[src/rtl/lab3_mem_mem_req_arbiter_if.sv]
// Valid/ready/message channel shared by the request and response sides of the arbiter.
// master drives val/msg and samples rdy; slave samples val/msg and drives rdy.
interface lab3_mem_mem_req_arbiter_if #(
  parameter int p_nbits = 8
);
  logic               val;
  logic               rdy;
  logic [p_nbits-1:0] msg;

  modport master (output val, output msg, input rdy);
  modport slave  (input val, input msg, output rdy);
endinterface

[src/rtl/lab3_mem_mem_req_arbiter.sv]
// Two-port round-robin arbiter for a shared cache-line memory port.
// Port 0 is the instruction cache, port 1 the data cache. Each issued request
// records its source in an in-order tracking queue so in-order memory responses
// can be steered back to the issuing cache. Request and response paths are
// purely combinational; only prio and the tracking queue are stateful.
// p_max_outstanding must be a power of two and at least 2 so the pointers wrap
// naturally.
module lab3_mem_mem_req_arbiter #(
  parameter int p_req_nbits       = 175,
  parameter int p_resp_nbits      = 145,
  parameter int p_max_outstanding = 4
) (
  input  logic                       clk,
  input  logic                       reset,
  lab3_mem_mem_req_arbiter_if.slave  req0,
  lab3_mem_mem_req_arbiter_if.slave  req1,
  lab3_mem_mem_req_arbiter_if.master resp0,
  lab3_mem_mem_req_arbiter_if.master resp1,
  lab3_mem_mem_req_arbiter_if.master memreq,
  lab3_mem_mem_req_arbiter_if.slave  memresp
);

  localparam int ptr_w = $clog2(p_max_outstanding);
  localparam int cnt_w = ptr_w + 1;

  logic                         prio;
  logic [p_max_outstanding-1:0] track_q;
  logic [ptr_w-1:0]             wr_ptr;
  logic [ptr_w-1:0]             rd_ptr;
  logic [cnt_w-1:0]             count;

  logic                    full;
  logic                    empty;
  logic                    gnt_any;
  logic                    gnt_id;
  logic                    head;
  logic                    memreq_val;
  logic                    memresp_rdy;
  logic                    req_fire;
  logic                    resp_fire;
  logic [p_req_nbits-1:0]  req_msg_mux;
  logic [p_resp_nbits-1:0] resp_msg;

  assign full  = (count == cnt_w'(p_max_outstanding));
  assign empty = (count == '0);

  // Grant selection: a tie goes to prio, a lone requester always wins.
  always_comb begin
    gnt_any = req0.val | req1.val;
    if (req0.val && req1.val) begin
      gnt_id = prio;
    end else begin
      gnt_id = req1.val;
    end
  end

  // Every handshake output is gated by reset so outputs drop the moment reset
  // is asserted, not at the next edge.
  assign memreq_val  = reset & gnt_any & ~full;
  assign req_msg_mux = gnt_id ? req1.msg : req0.msg;
  assign memreq.val  = memreq_val;
  assign memreq.msg  = req_msg_mux;
  assign req0.rdy    = memreq_val & ~gnt_id & memreq.rdy;
  assign req1.rdy    = memreq_val &  gnt_id & memreq.rdy;
  assign req_fire    = memreq_val & memreq.rdy;

  assign head        = track_q[rd_ptr];
  assign resp_msg    = memresp.msg;
  assign resp0.val   = reset & memresp.val & ~empty & ~head;
  assign resp1.val   = reset & memresp.val & ~empty &  head;
  assign resp0.msg   = resp_msg;
  assign resp1.msg   = resp_msg;
  assign memresp_rdy = reset & ~empty & (head ? resp1.rdy : resp0.rdy);
  assign memresp.rdy = memresp_rdy;
  assign resp_fire   = memresp.val & memresp_rdy;

  // Priority flip and tracking-queue pointers/occupancy; reset discards all tracking.
  always_ff @(posedge clk or negedge reset) begin
    if (!reset) begin
      prio   <= 1'b0;
      wr_ptr <= '0;
      rd_ptr <= '0;
      count  <= '0;
    end else begin
      if (req_fire) begin
        prio   <= ~gnt_id;
        wr_ptr <= wr_ptr + 1'b1;
      end
      if (resp_fire) begin
        rd_ptr <= rd_ptr + 1'b1;
      end
      case ({req_fire, resp_fire})
        2'b10:   count <= count + 1'b1;
        2'b01:   count <= count - 1'b1;
        default: count <= count;
      endcase
    end
  end

  // Source-id storage; entries are only meaningful between push and pop, so no reset.
  always_ff @(posedge clk) begin
    if (req_fire) begin
      track_q[wr_ptr] <= gnt_id;
    end
  end

  // A memory response with nothing outstanding is a protocol error.
  stray_resp_chk: assert property (@(posedge clk) disable iff (!reset) !(memresp.val && empty));

endmodule

[src/flat_wrapper.sv]
// flat-port wrapper written by rule: the top's interface ports become plain ports
module lab3_mem_mem_req_arbiter_flat 
#(
  parameter int p_req_nbits       = 175,
  parameter int p_resp_nbits      = 145,
  parameter int p_max_outstanding = 4
)
  (clk, reset, req0_val, req0_msg, req0_rdy, req1_val, req1_msg, req1_rdy, resp0_val, resp0_msg, resp0_rdy, resp1_val, resp1_msg, resp1_rdy, memreq_val, memreq_msg, memreq_rdy, memresp_val, memresp_msg, memresp_rdy);
  lab3_mem_mem_req_arbiter_if #(.p_nbits((175))) req0_i ();
  lab3_mem_mem_req_arbiter_if #(.p_nbits((175))) req1_i ();
  lab3_mem_mem_req_arbiter_if #(.p_nbits((145))) resp0_i ();
  lab3_mem_mem_req_arbiter_if #(.p_nbits((145))) resp1_i ();
  lab3_mem_mem_req_arbiter_if #(.p_nbits((175))) memreq_i ();
  lab3_mem_mem_req_arbiter_if #(.p_nbits((145))) memresp_i ();
  input  logic clk;
  input  logic reset;
  input wire logic [$bits(req0_i.val)-1:0] req0_val;
  input wire logic [$bits(req0_i.msg)-1:0] req0_msg;
  output wire logic [$bits(req0_i.rdy)-1:0] req0_rdy;
  input wire logic [$bits(req1_i.val)-1:0] req1_val;
  input wire logic [$bits(req1_i.msg)-1:0] req1_msg;
  output wire logic [$bits(req1_i.rdy)-1:0] req1_rdy;
  output wire logic [$bits(resp0_i.val)-1:0] resp0_val;
  output wire logic [$bits(resp0_i.msg)-1:0] resp0_msg;
  input wire logic [$bits(resp0_i.rdy)-1:0] resp0_rdy;
  output wire logic [$bits(resp1_i.val)-1:0] resp1_val;
  output wire logic [$bits(resp1_i.msg)-1:0] resp1_msg;
  input wire logic [$bits(resp1_i.rdy)-1:0] resp1_rdy;
  output wire logic [$bits(memreq_i.val)-1:0] memreq_val;
  output wire logic [$bits(memreq_i.msg)-1:0] memreq_msg;
  input wire logic [$bits(memreq_i.rdy)-1:0] memreq_rdy;
  input wire logic [$bits(memresp_i.val)-1:0] memresp_val;
  input wire logic [$bits(memresp_i.msg)-1:0] memresp_msg;
  output wire logic [$bits(memresp_i.rdy)-1:0] memresp_rdy;
  assign req0_i.val = req0_val;
  assign req0_i.msg = req0_msg;
  assign req0_rdy = req0_i.rdy;
  assign req1_i.val = req1_val;
  assign req1_i.msg = req1_msg;
  assign req1_rdy = req1_i.rdy;
  assign resp0_val = resp0_i.val;
  assign resp0_msg = resp0_i.msg;
  assign resp0_i.rdy = resp0_rdy;
  assign resp1_val = resp1_i.val;
  assign resp1_msg = resp1_i.msg;
  assign resp1_i.rdy = resp1_rdy;
  assign memreq_val = memreq_i.val;
  assign memreq_msg = memreq_i.msg;
  assign memreq_i.rdy = memreq_rdy;
  assign memresp_i.val = memresp_val;
  assign memresp_i.msg = memresp_msg;
  assign memresp_rdy = memresp_i.rdy;
  lab3_mem_mem_req_arbiter #(.p_req_nbits(p_req_nbits), .p_resp_nbits(p_resp_nbits), .p_max_outstanding(p_max_outstanding)) u_core (.clk(clk), .reset(reset), .req0(req0_i), .req1(req1_i), .resp0(resp0_i), .resp1(resp1_i), .memreq(memreq_i), .memresp(memresp_i));
endmodule
[config.mk]
export PLATFORM = sky130hd
export DESIGN_NAME = lab3_mem_mem_req_arbiter_flat
export DESIGN_NICKNAME = d
export VERILOG_FILES = /design/src/rtl/lab3_mem_mem_req_arbiter_if.sv /design/src/rtl/lab3_mem_mem_req_arbiter.sv /design/src/flat_wrapper.sv
export SDC_FILE = /design/constraint.sdc
export NUM_CORES = 1
export LEC_CHECK = 0
export ABC_CLOCK_PERIOD_IN_PS = 3900
export CAP_MARGIN = 20
export CORE_AREA = 5 5 374 376
export DETAILED_ROUTE_END_ITERATION = 10
export DIE_AREA = 0 0 379 381
export GPL_ROUTABILITY_DRIVEN = 0
export PLACE_DENSITY_LB_ADDON = 0.08
export RECOVER_POWER = 50
export SLEW_MARGIN = 20
export SYNTH_ARGS = -nofsm -noshare
export SYNTH_HDL_FRONTEND = slang
export SYNTH_SLANG_ARGS = --single-unit
export TNS_END_PERCENT = 30
[constraint.sdc]
create_clock -name clk -period 3.9 [get_ports clk]
set_input_delay 0.585 -clock clk [delete_from_list [all_inputs] [get_ports clk]]
set_output_delay 0.585 -clock clk [all_outputs]
set_load 0.05 [all_outputs]
* Word-level counts from Yosys, hierarchy flattened *
Index checks and enable logic that the tools add are counted.

word-level totals
  output and inout port bits = 471
  flip-flop bits (word level) = 12
  word-level logic and storage cells = 47
  input bits = 503

cells by class
  $lt $le $gt $ge = 3
  $add $sub $neg = 4
  eq/ne operators = 3
  bitwise gates (word level) = 19
  reduce and logical (&&, ||, !) cells = 4
  mux-type cells = 9

operator list
  cell                 count
  $mux 175             1
  $and 1x1->1          14
  $lt 2x3->1 const B   2
  $pmux 3 s2           1
  $add 2x1->2 const B  2
  $bwmux 4             1
  $mux 1               4
  $not 1->1            4
  $add 3x1->3 const B  1
  $eq 3x3->1 const B   1
  $logic_not 3->1      1
  $sub 3x1->3 const B  1
  $bmux 1 s2           1
  $demux 1 s2          1
  $eq 2x1->1 const B   1
  $eq 2x2->1 const B   1
  $ge 2x1->1 const B   1
  $logic_and 1x1->1    2
  $reduce_bool 2->1    1
  $or 1x1->1           1

* Longest topological paths before layout *
Gate-level depths: netlist of the first run.

  depth after elaboration = 7
  depth in mapped cells = 10
  depth with buffers taken out = 10

* Worst setup path after synthesis of the first run *
No wires, ideal clock.

  kind = input-to-output
  start point = input port req1_val
  end point = output port req0_rdy
  data required time = 3.315 ns
  arrival time = 1.916 ns
  stages = 4
  path slack = 1.399 ns
  buffers on the path = 0
  cells stage by stage = o21ai_1 > a31oi_4 > nand2_4 > nor2_1

between the ends
  longest elaborated chain between the ends = 5
  elaborated cells between the ends (all ways) = 8
  classes of those cells = mux: 1; bitwise: 6; reduce/logical: 1

RTL lines
  item                      RTL line                        RTL
  start, declared           flat_wrapper.sv:20              input wire logic [$bits(req1_i.val)-1:0] req1_val;
  $or 1x1->1                lab3_mem_mem_req_arbiter.sv:49  gnt_any = req0.val | req1.val;
  $and 1x1->1 (2 in a row)  lab3_mem_mem_req_arbiter.sv:59  assign memreq_val = reset & gnt_any & ~full;
  net memreq_val            flat_wrapper.sv:29              output wire logic [$bits(memreq_i.val)-1:0] memreq_val;
  $and 1x1->1 (2 in a row)  lab3_mem_mem_req_arbiter.sv:63  assign req0.rdy = memreq_val & ~gnt_id & memreq.rdy;
  end, declared             flat_wrapper.sv:19              output wire logic [$bits(req0_i.rdy)-1:0] req0_rdy;

The timed path passes the listed nets, and every way through them passes these cells.

* Worst setup path after layout of the first run *
  start point = input port reset
  end point = output port memresp_rdy

between the ends
  longest elaborated chain between the ends = 2

RTL lines
  item                      RTL line                        RTL
  start, declared           flat_wrapper.sv:16              input logic reset;
  $and 1x1->1 (2 in a row)  lab3_mem_mem_req_arbiter.sv:73  assign memresp_rdy = reset & ~empty & (head ? resp1.rdy : resp0.rdy);
  end, declared             flat_wrapper.sv:34              output wire logic [$bits(memresp_i.rdy)-1:0] memresp_rdy;

Every way passes these cells.

==> flow_metrics.tcl, run 1 <==
set metrics [dict create \
    cp_max_fo 10 \
    synth_seq_cells 12 \
    dr.max_layer_used "met5" \
    critical_path_required_ps 3310 \
    drt-initial-drc-count 134 \
    dr.pass1.iters 4 \
    final_max_slew_viol_count 0 \
    end_kind "output pin" \
    yosysTopAreaCell "buf_4" \
    post-cts-setup-buffer-count 0 \
    synth_nets 1422 \
    cts_buffers 3 \
    setup_viol 0 \
    syn_area_mm2 0.005045 \
    wl_um 48110 \
    detailed_place_hpwl_um 43210 \
    max_freq_mhz 292.1 \
    fin_setup_tns_ps 0 \
    drc 0 \
    grt_max_degree 79 \
    power.total_mw 3.353 \
    groute.usage.overall_pct 6.135 \
    fp.dieW_um 379 \
    cp.arrival_ps 2840 \
    drt-met1-wl_um 15260 \
    clk_latency_ps 240 \
    cts_hold_buffers 0 \
    cts-root-buf "clkbuf_16" \
    grt_pass1_vias 6678 \
    cts_max_level 1 \
    hold_violations 0 \
    cts.path.max_buffers 2 \
    cts_tree "yes" \
    start_util_pct 3.697 \
    portBuffers 538 \
    layout_common_cells "525 x nand2_1, 357 x clkdlybuf4s50_1, 177 x buf_4, 14 x buf_12" \
    synth_area_leaders "buf_4 43%, nand2_1 39%, dfrtp_1 4.0%" \
    synth_cell_types 25 \
    die_h_um 381 \
    wl_met2_um 24490 \
    dp_slack_ps 655.3 \
    antenna_found_initial 15 \
    yosysWarnings 0 \
    power_density_mw_per_mm2 327.9 \
    path_class "in2out" \
    rows 136 \
    worst_slack_ps 476.2 \
    vdd_ir_drop_max_v 0.0001151 \
    worstMarginPinSlew_ps 643.3 \
    layout-drive-gt1-share_pct 17.73 \
    nNetsFinal 1649 \
    path_clk_slew_ps 50 \
    vias 6129 \
    avgSynthCellArea_um2 5.526 \
    routedWlPerCell_um 16.39 \
    relSlewSlack_pct 56.98 \
    min_period_over_period_pct 87.79 \
    vias_per_cell 2.088 \
    post_cts_resized 0 \
    fin_crit_ps 3424 \
    fin_skew_ps 3.236 \
    netlist_instances 913 \
    final_common_cell "nand2_1" \
    numClockSinks 12 \
    min_path_type "reg2reg" \
    synth_top_area_share_pct 43.15 \
    final_util_pct 7.494 \
    outcome "complete, no violations" \
    dieArea_mm2 0.1444 \
    rsz0062_at_grt "no" \
    p_leak_nw 4.319 \
    syn_to_final_growth_pct 102.7 \
    grt_pass1_wl_um 60730 \
    overflow 0 \
    core_mm2 0.1365 \
    critical_path.startpoint_type "primary input" \
    final_antenna_net_count 0 \
    drv_cap 0 \
    io_pins 974 \
    ys_seq_area_share_pct 6.349 \
    wl_met3_um 7194 \
]
## registers in the layout, indices dropped and copies added, names as in the netlist
| name | flops |
|---|---|
| u_core.track_q | 4 |
| u_core.rd_ptr | 2 |
| u_core.wr_ptr | 2 |
| u_core.prio | 1 |
| u_core.count | 3 |
## metal layers
metal  GRT usage [%]  vias to the layer above
li1                -                     2895
met5          0.2695                        -
met2           11.69                      543
met4           1.177                       18
met1           5.531                     2608
met3           3.682                       65
## power breakdown
| group | internal [mW] | total (mW) | switching (mW) | leakage, nW |
|---|---|---|---|---|
| clock | 0.135 | 0.192 | 0.0571 | 0.0386 |
| combinational | 0.992 | 2.92 | 1.93 | 4.15 |
| sequential | 0.179 | 0.237 | 0.0579 | 0.130 |
| total | 1.31 | 3.35 | 2.05 | 4.32 |
## cell usage after synthesis, drive strengths merged
cell type  number
a31oi           1
and3            4
buf           320
clkbuf          8
dfrtp           8
edfxtp          4
fa              1
ha              5
inv             8
mux2            1
mux2i           8
nand2         526
nor2            6
nor2b           1
nor3b           1
o21ai           3
o311ai          1
o31ai           2
xnor2           2
xor2            3
## per-stage QoR
stage               hold slack (ps)  std cells  cell area, um^2
floorplan                     289.4        913             5045
finish                        544.0       2936            10230
detailed placement            526.6       2929            10140
CTS                           540.6       2933            10220
global route                  576.3       2933            10220
global placement              535.7       2929            10140
## worst max-delay path: stages
cell	delay (ps)
dlygate4sd3_1	560
clkbuf_1	460
o31ai_1	150
nor2_1	160
clkdlybuf4s50_1	920
## path summary, 6_finish.rpt
path | slack [ps] | startpoint | cells after the start | end
worst min register to register | 540 | u_core.rd_ptr[0] | 1 | u_core.rd_ptr[0]
worst max register to register | 1420 | u_core.rd_ptr[1] | 10 | u_core.count[2]
max in group asynchronous | 2630 | reset | 2 | u_core.count[2]
worst max-delay path | 480 | reset | 5 | memresp_rdy
worst min-delay path | 540 | u_core.rd_ptr[0] | 1 | u_core.rd_ptr[0]
min in group asynchronous | 900 | reset | 2 | u_core.count[1]
## logic make-up (layout without fill, tap and decap cells)
logic type,Yosys count,count (layout),synth area share (%)
AOI/OAI and AO/OA,7,7,1.414
xor gates and xnor gates,5,5,0.8682
adders and majority gates,6,6,1.637
buffers and inverters,336,562,47.32
DFF,12,12,6.349
muxes,9,9,1.811
other,0,3,0
and+or+nand+nor,538,538,40.60
## area by class of cell
cell class	count	area, um^2
Clock inverter	1	3.754
Sequential cell	12	320.3
Fill cell	16180	126200
Multi-Input combinational cell	565	2345
Timing Repair Buffer	550	5196
Antenna cell	3	7.507
Tap cell	1794	2245
Clock buffer	3	75.07
Inverter	8	35.03
Power figures use the tool's default switching activity.
==> inputs of run 2 (changes only) <==
--- a/config.mk
+++ b/config.mk
@@ -11,6 +11,7 @@
 export DETAILED_ROUTE_END_ITERATION = 10
 export DIE_AREA = 0 0 379 381
 export GPL_ROUTABILITY_DRIVEN = 0
+export MAX_ROUTING_LAYER = met4
 export PLACE_DENSITY_LB_ADDON = 0.08
 export RECOVER_POWER = 50
 export SLEW_MARGIN = 20
==> flow_metrics.tcl, run 2 (synthesis results as in run 1) <==
set metrics [dict create \
    cts-root-buf "clkbuf_16" \
    routedWlPerCell_um 16.35 \
    numClockSinks 12 \
    r2r_start "u_core.rd_ptr[1]" \
    start_util_pct 3.697 \
    final_max_slew_viol_count 0 \
    syn_to_final_growth_pct 103.1 \
    drc 0 \
    detailed_place_hpwl_um 43210 \
    final_common_cell "nand2_1" \
    use_met2_pct 11.78 \
    wl_um 48130 \
    critical_path_required_ps 3310 \
    grt_max_degree 79 \
    busiest_layer "met2" \
    largest_reg_flops 4 \
    max_freq_mhz 292.4 \
    post-cts-setup-buffer-count 0 \
    end_kind "output pin" \
    fp.dieW_um 379 \
    r2r_setup_slack_ps 1430 \
    layout-drive-gt1-share_pct 17.73 \
    groute.usage.overall_pct 6.312 \
    cts_max_level 1 \
    cp.arrival_ps 2840 \
    path_class "in2out" \
    rows 136 \
    cts_hold_buffers 0 \
    drv_cap 0 \
    power_density_mw_per_mm2 327.2 \
    cts_buffers 3 \
    final_util_pct 7.509 \
    core_mm2 0.1365 \
    relSlewSlack_pct 57.93 \
    p_leak_nw 4.319 \
    hold_start "u_core.rd_ptr[0]" \
    cp_max_fo 10 \
    reg_top3 "u_core.track_q: 4 flops, u_core.count: 3 flops" \
    worstMarginPinSlew_ps 629.1 \
    vias_per_cell 2.073 \
    dr.pass1.iters 4 \
    antenna_found_initial 14 \
    setup_viol 0 \
    layout_common_cells "525 x nand2_1, 357 x clkdlybuf4s50_1, 177 x buf_4, 14 x buf_12" \
    path_clk_slew_ps 50 \
    grt_pass1_vias 6747 \
    die_h_um 381 \
    clk_latency_ps 240 \
    hold_violations 0 \
    cts_tree "yes" \
    min_path_type "reg2reg" \
    grt_pass1_wl_um 60540 \
    critical_path.startpoint_type "primary input" \
    rsz0062_at_grt "no" \
    startpoint "reset" \
    met1_usage_pct 5.618 \
    fin_setup_tns_ps 0 \
    use_met3_pct 3.533 \
    largest-register "u_core.track_q" \
    outcome "complete, no violations" \
    overflow 0 \
    final_antenna_net_count 0 \
    portBuffers 538 \
    post_cts_resized 0 \
    cts.path.max_buffers 2 \
    whs_endpoint "u_core.rd_ptr[0]" \
    vias 6102 \
    drt-initial-drc-count 142 \
    fin_crit_ps 3420 \
    vdd_ir_drop_max_v 0.0001148 \
    min_period_over_period_pct 87.70 \
    dieArea_mm2 0.1444 \
    fin_skew_ps 2.075 \
    ff2ff_path_depth 10 \
    hold_depth 1 \
    nNetsFinal 1649 \
    io_pins 974 \
    r2r-end "u_core.count[2]" \
]
[run 2: cell types whose count changed in the layout (fill, tap and decap cells not counted), sizes merged]
cell	change
diode	+8
[run 2: area by class of cell]
cell class	count	area, um^2
inverters	8	35.03
flip-flops and latches	12	320.3
fillers	16180	126200
diodes	11	27.53
clock buffers	3	75.07
clock inverters	1	3.754
multi-input cells	565	2345
well taps	1794	2245
repair buffers	550	5196
[run 2: how the worst max path moves through the flow]
stage	slack, ps	endpoint
after floorplan	1400	req0_rdy
after global placement	660	memreq_msg[86]
after detailed placement	660	memreq_msg[86]
after CTS	650	memreq_msg[86]
after global routing	300	memresp_rdy
final	480	memresp_rdy
[run 2: metal layers]
metal	vias to the layer above	wire length, um
met4	0	865
li1	2909	-
met2	541	24650
met5	-	0
met3	48	6914
met1	2604	15690
[run 2: power by group]
| group | leakage [nW] | switching, mW | internal [mW] | total, mW |
|---|---|---|---|---|
| Sequential | 0.130 | 0.0571 | 0.179 | 0.236 |
| Combinational | 4.15 | 1.93 | 0.992 | 2.93 |
| Clock | 0.0386 | 0.0559 | 0.135 | 0.191 |
[run 2: worst max-delay path: stages]
cell and delay (ps):
dlygate4sd3_1 560, clkbuf_1 460, o31ai_1 150, nor2_1 160
clkdlybuf4s50_1 910
[run 2: stage by stage]
step                      setup WS [ps]  hold slack, ps  power, mW  cell area [um^2]  std cells
after floorplan                    1399           289.4      2.713              5045        913
after global placement            657.8           535.7      3.293             10140       2929
after detailed placement          655.3           526.6      3.268             10140       2929
after CTS                         654.5           540.6      3.476             10220       2933
after global routing              304.7           576.3      3.595             10240       2942
final                             479.8           536.0      3.353             10250       2944
==> inputs of run 3 (changes only) <==
--- a/config.mk
+++ b/config.mk
@@ -8,6 +8,7 @@
 export ABC_CLOCK_PERIOD_IN_PS = 3900
 export CAP_MARGIN = 20
 export CORE_AREA = 5 5 374 376
+export CTS_BUF_LIST = sky130_fd_sc_hd__clkbuf_8
 export DETAILED_ROUTE_END_ITERATION = 10
 export DIE_AREA = 0 0 379 381
 export GPL_ROUTABILITY_DRIVEN = 0
==> flow_metrics.tcl, run 3 (synthesis results as in run 1) <==
set metrics [dict create \
    crit_path_cell_trace "dlygate4sd3_1, clkbuf_1, o31ai_1, nor2_1, clkdlybuf4s50_1" \
    internal_power_mw 1.240 \
    fin_setup_tns_ps 0 \
    vias 6109 \
    r2r-end "u_core.count[2]" \
    syn_to_final_growth_pct 102.4 \
    crit_path_max_incr_delay_ps 920 \
    portBuffers 538 \
    final_antenna_net_count 0 \
    vdd_ir_drop_max_v 0.00009802 \
    r2r_setup_slack_ps 1430 \
    nFillCells 16180 \
    cts_buffers 3 \
    fin_crit_ps 3429 \
    pwr-share-comb_pct 89.2 \
    power.total_mw 3.282 \
    dr.pass1.iters 4 \
    wl_um 48130 \
    relSlewSlack_pct 56.61 \
    path_delay_family "buffers and inverters" \
    cp_max_fo 10 \
    p_leak_nw 4.304 \
    end_kind "output pin" \
    fin_skew_ps 1.907 \
    start_util_pct 3.697 \
    detailed_place_hpwl_um 43210 \
    antenna_found_initial 14 \
    whs_endpoint "u_core.wr_ptr[0]" \
    groute.usage.overall_pct 6.305 \
    nNetsFinal 1649 \
    cts-root-buf "clkbuf_8" \
    grt_pass1_vias 6739 \
    reg_top3 "u_core.track_q: 4 flops, u_core.count: 3 flops" \
    numClockSinks 12 \
    final_area_mm2 0.01021 \
    layout_common_cells "525 x nand2_1, 357 x clkdlybuf4s50_1, 177 x buf_4, 14 x buf_12" \
    p_sw_share_pct 62.21 \
    path_class "in2out" \
    fp.dieW_um 379 \
    min_period_over_period_pct 87.92 \
    crit_slowest_cell "clkdlybuf4s50_1" \
    vias_per_cell 2.076 \
    cts_tree "yes" \
    largest-register "u_core.track_q" \
    core_mm2 0.1365 \
    final_common_cell "nand2_1" \
    clk_latency_ps 240 \
    critical_path_required_ps 3310 \
    cts_max_level 1 \
    final_max_slew_viol_count 0 \
    rows 136 \
    largest_reg_flops 4 \
    routedWlPerCell_um 16.35 \
    ff2ff_path_depth 10 \
    overflow 0 \
    dieArea_mm2 0.1444 \
    drt-initial-drc-count 151 \
    drc 0 \
    cts_hold_buffers 0 \
    power_density_mw_per_mm2 321.4 \
    worstMarginPinSlew_ps 648.8 \
    hold_start "u_core.wr_ptr[0]" \
    pwr-share-seq_pct 7.2 \
    die_h_um 381 \
    setup_viol 0 \
    drv_cap 0 \
    grt_max_degree 79 \
    rsz0062_at_grt "no" \
    min_path_type "reg2reg" \
    place_area_mm2 0.01014 \
    p_sw_mw 2.041 \
    cp.arrival_ps 2840 \
    post-cts-setup-buffer-count 0 \
    crit_buf_inv 3 \
    post_cts_resized 0 \
    grt_pass1_wl_um 60510 \
    critical_path.startpoint_type "primary input" \
    layout-drive-gt1-share_pct 17.73 \
    path_clk_slew_ps 60 \
    hold_slack_ps 542.4 \
    cts.path.max_buffers 2 \
    hold_violations 0 \
    io_pins 974 \
    hold_depth 1 \
    clkPwrFrac_pct 3.6 \
    outcome "complete, no violations" \
    max_freq_mhz 291.6 \
    r2r_start "u_core.rd_ptr[1]" \
]
run 3: worst max-delay path by stage:
stage,startpoint,endpoint,cells after the start
floorplan,req1_val,req0_rdy,4
global placement,req0_val,memreq_msg[86],8
detailed placement,req0_val,memreq_msg[86],8
CTS,req0_val,memreq_msg[86],8
global route,reset,memresp_rdy,5
finish,reset,memresp_rdy,5
run 3: power groups by stage:
| stage | combinational [mW] | sequential [mW] | clock, mW |
|---|---|---|---|
| 5_1_grt | 3.14 | 0.247 | 0.130 |
| 6_report | 2.93 | 0.236 | 0.119 |
| 4_1_cts | 3.04 | 0.238 | 0.128 |
| 3_3_place_gp | 3.05 | 0.241 | 0 |
| 2_1_floorplan | 2.49 | 0.225 | 0 |
| 3_5_place_dp | 3.03 | 0.240 | 0 |
run 3: stage by stage:
stage | setup slack (ps) | utilization [%] | cells
detailed placement | 655.3 | 7.434 | 2929
global route | 304.7 | 7.480 | 2942
finish | 471.0 | 7.482 | 2943
global placement | 657.8 | 7.434 | 2929
floorplan | 1399 | - | 913
CTS | 654.5 | 7.467 | 2933
run 3: cell type report:
| type | instances | area, um^2 | area share, % |
|---|---|---|---|
| repair buffers | 550 | 5196 | 50.89 |
| multi-input cells | 565 | 2345 | 22.96 |
| well taps | 1794 | 2245 | 21.98 |
| flip-flops and latches | 12 | 320.3 | 3.137 |
| clock buffers | 3 | 41.29 | 0.4044 |
| inverters | 8 | 35.03 | 0.3431 |
| diodes | 10 | 25.02 | 0.2451 |
| clock inverters | 1 | 3.754 | 0.03676 |
run 3: metal layers:
metal  GRT usage, %  up-vias  routed length [um]
li1               -     2907                   -
met1          5.616     2606               15870
met2          11.76      543               24610
met3          3.519       53                6747
met4          1.072        0                 898
met5              -        -                   0
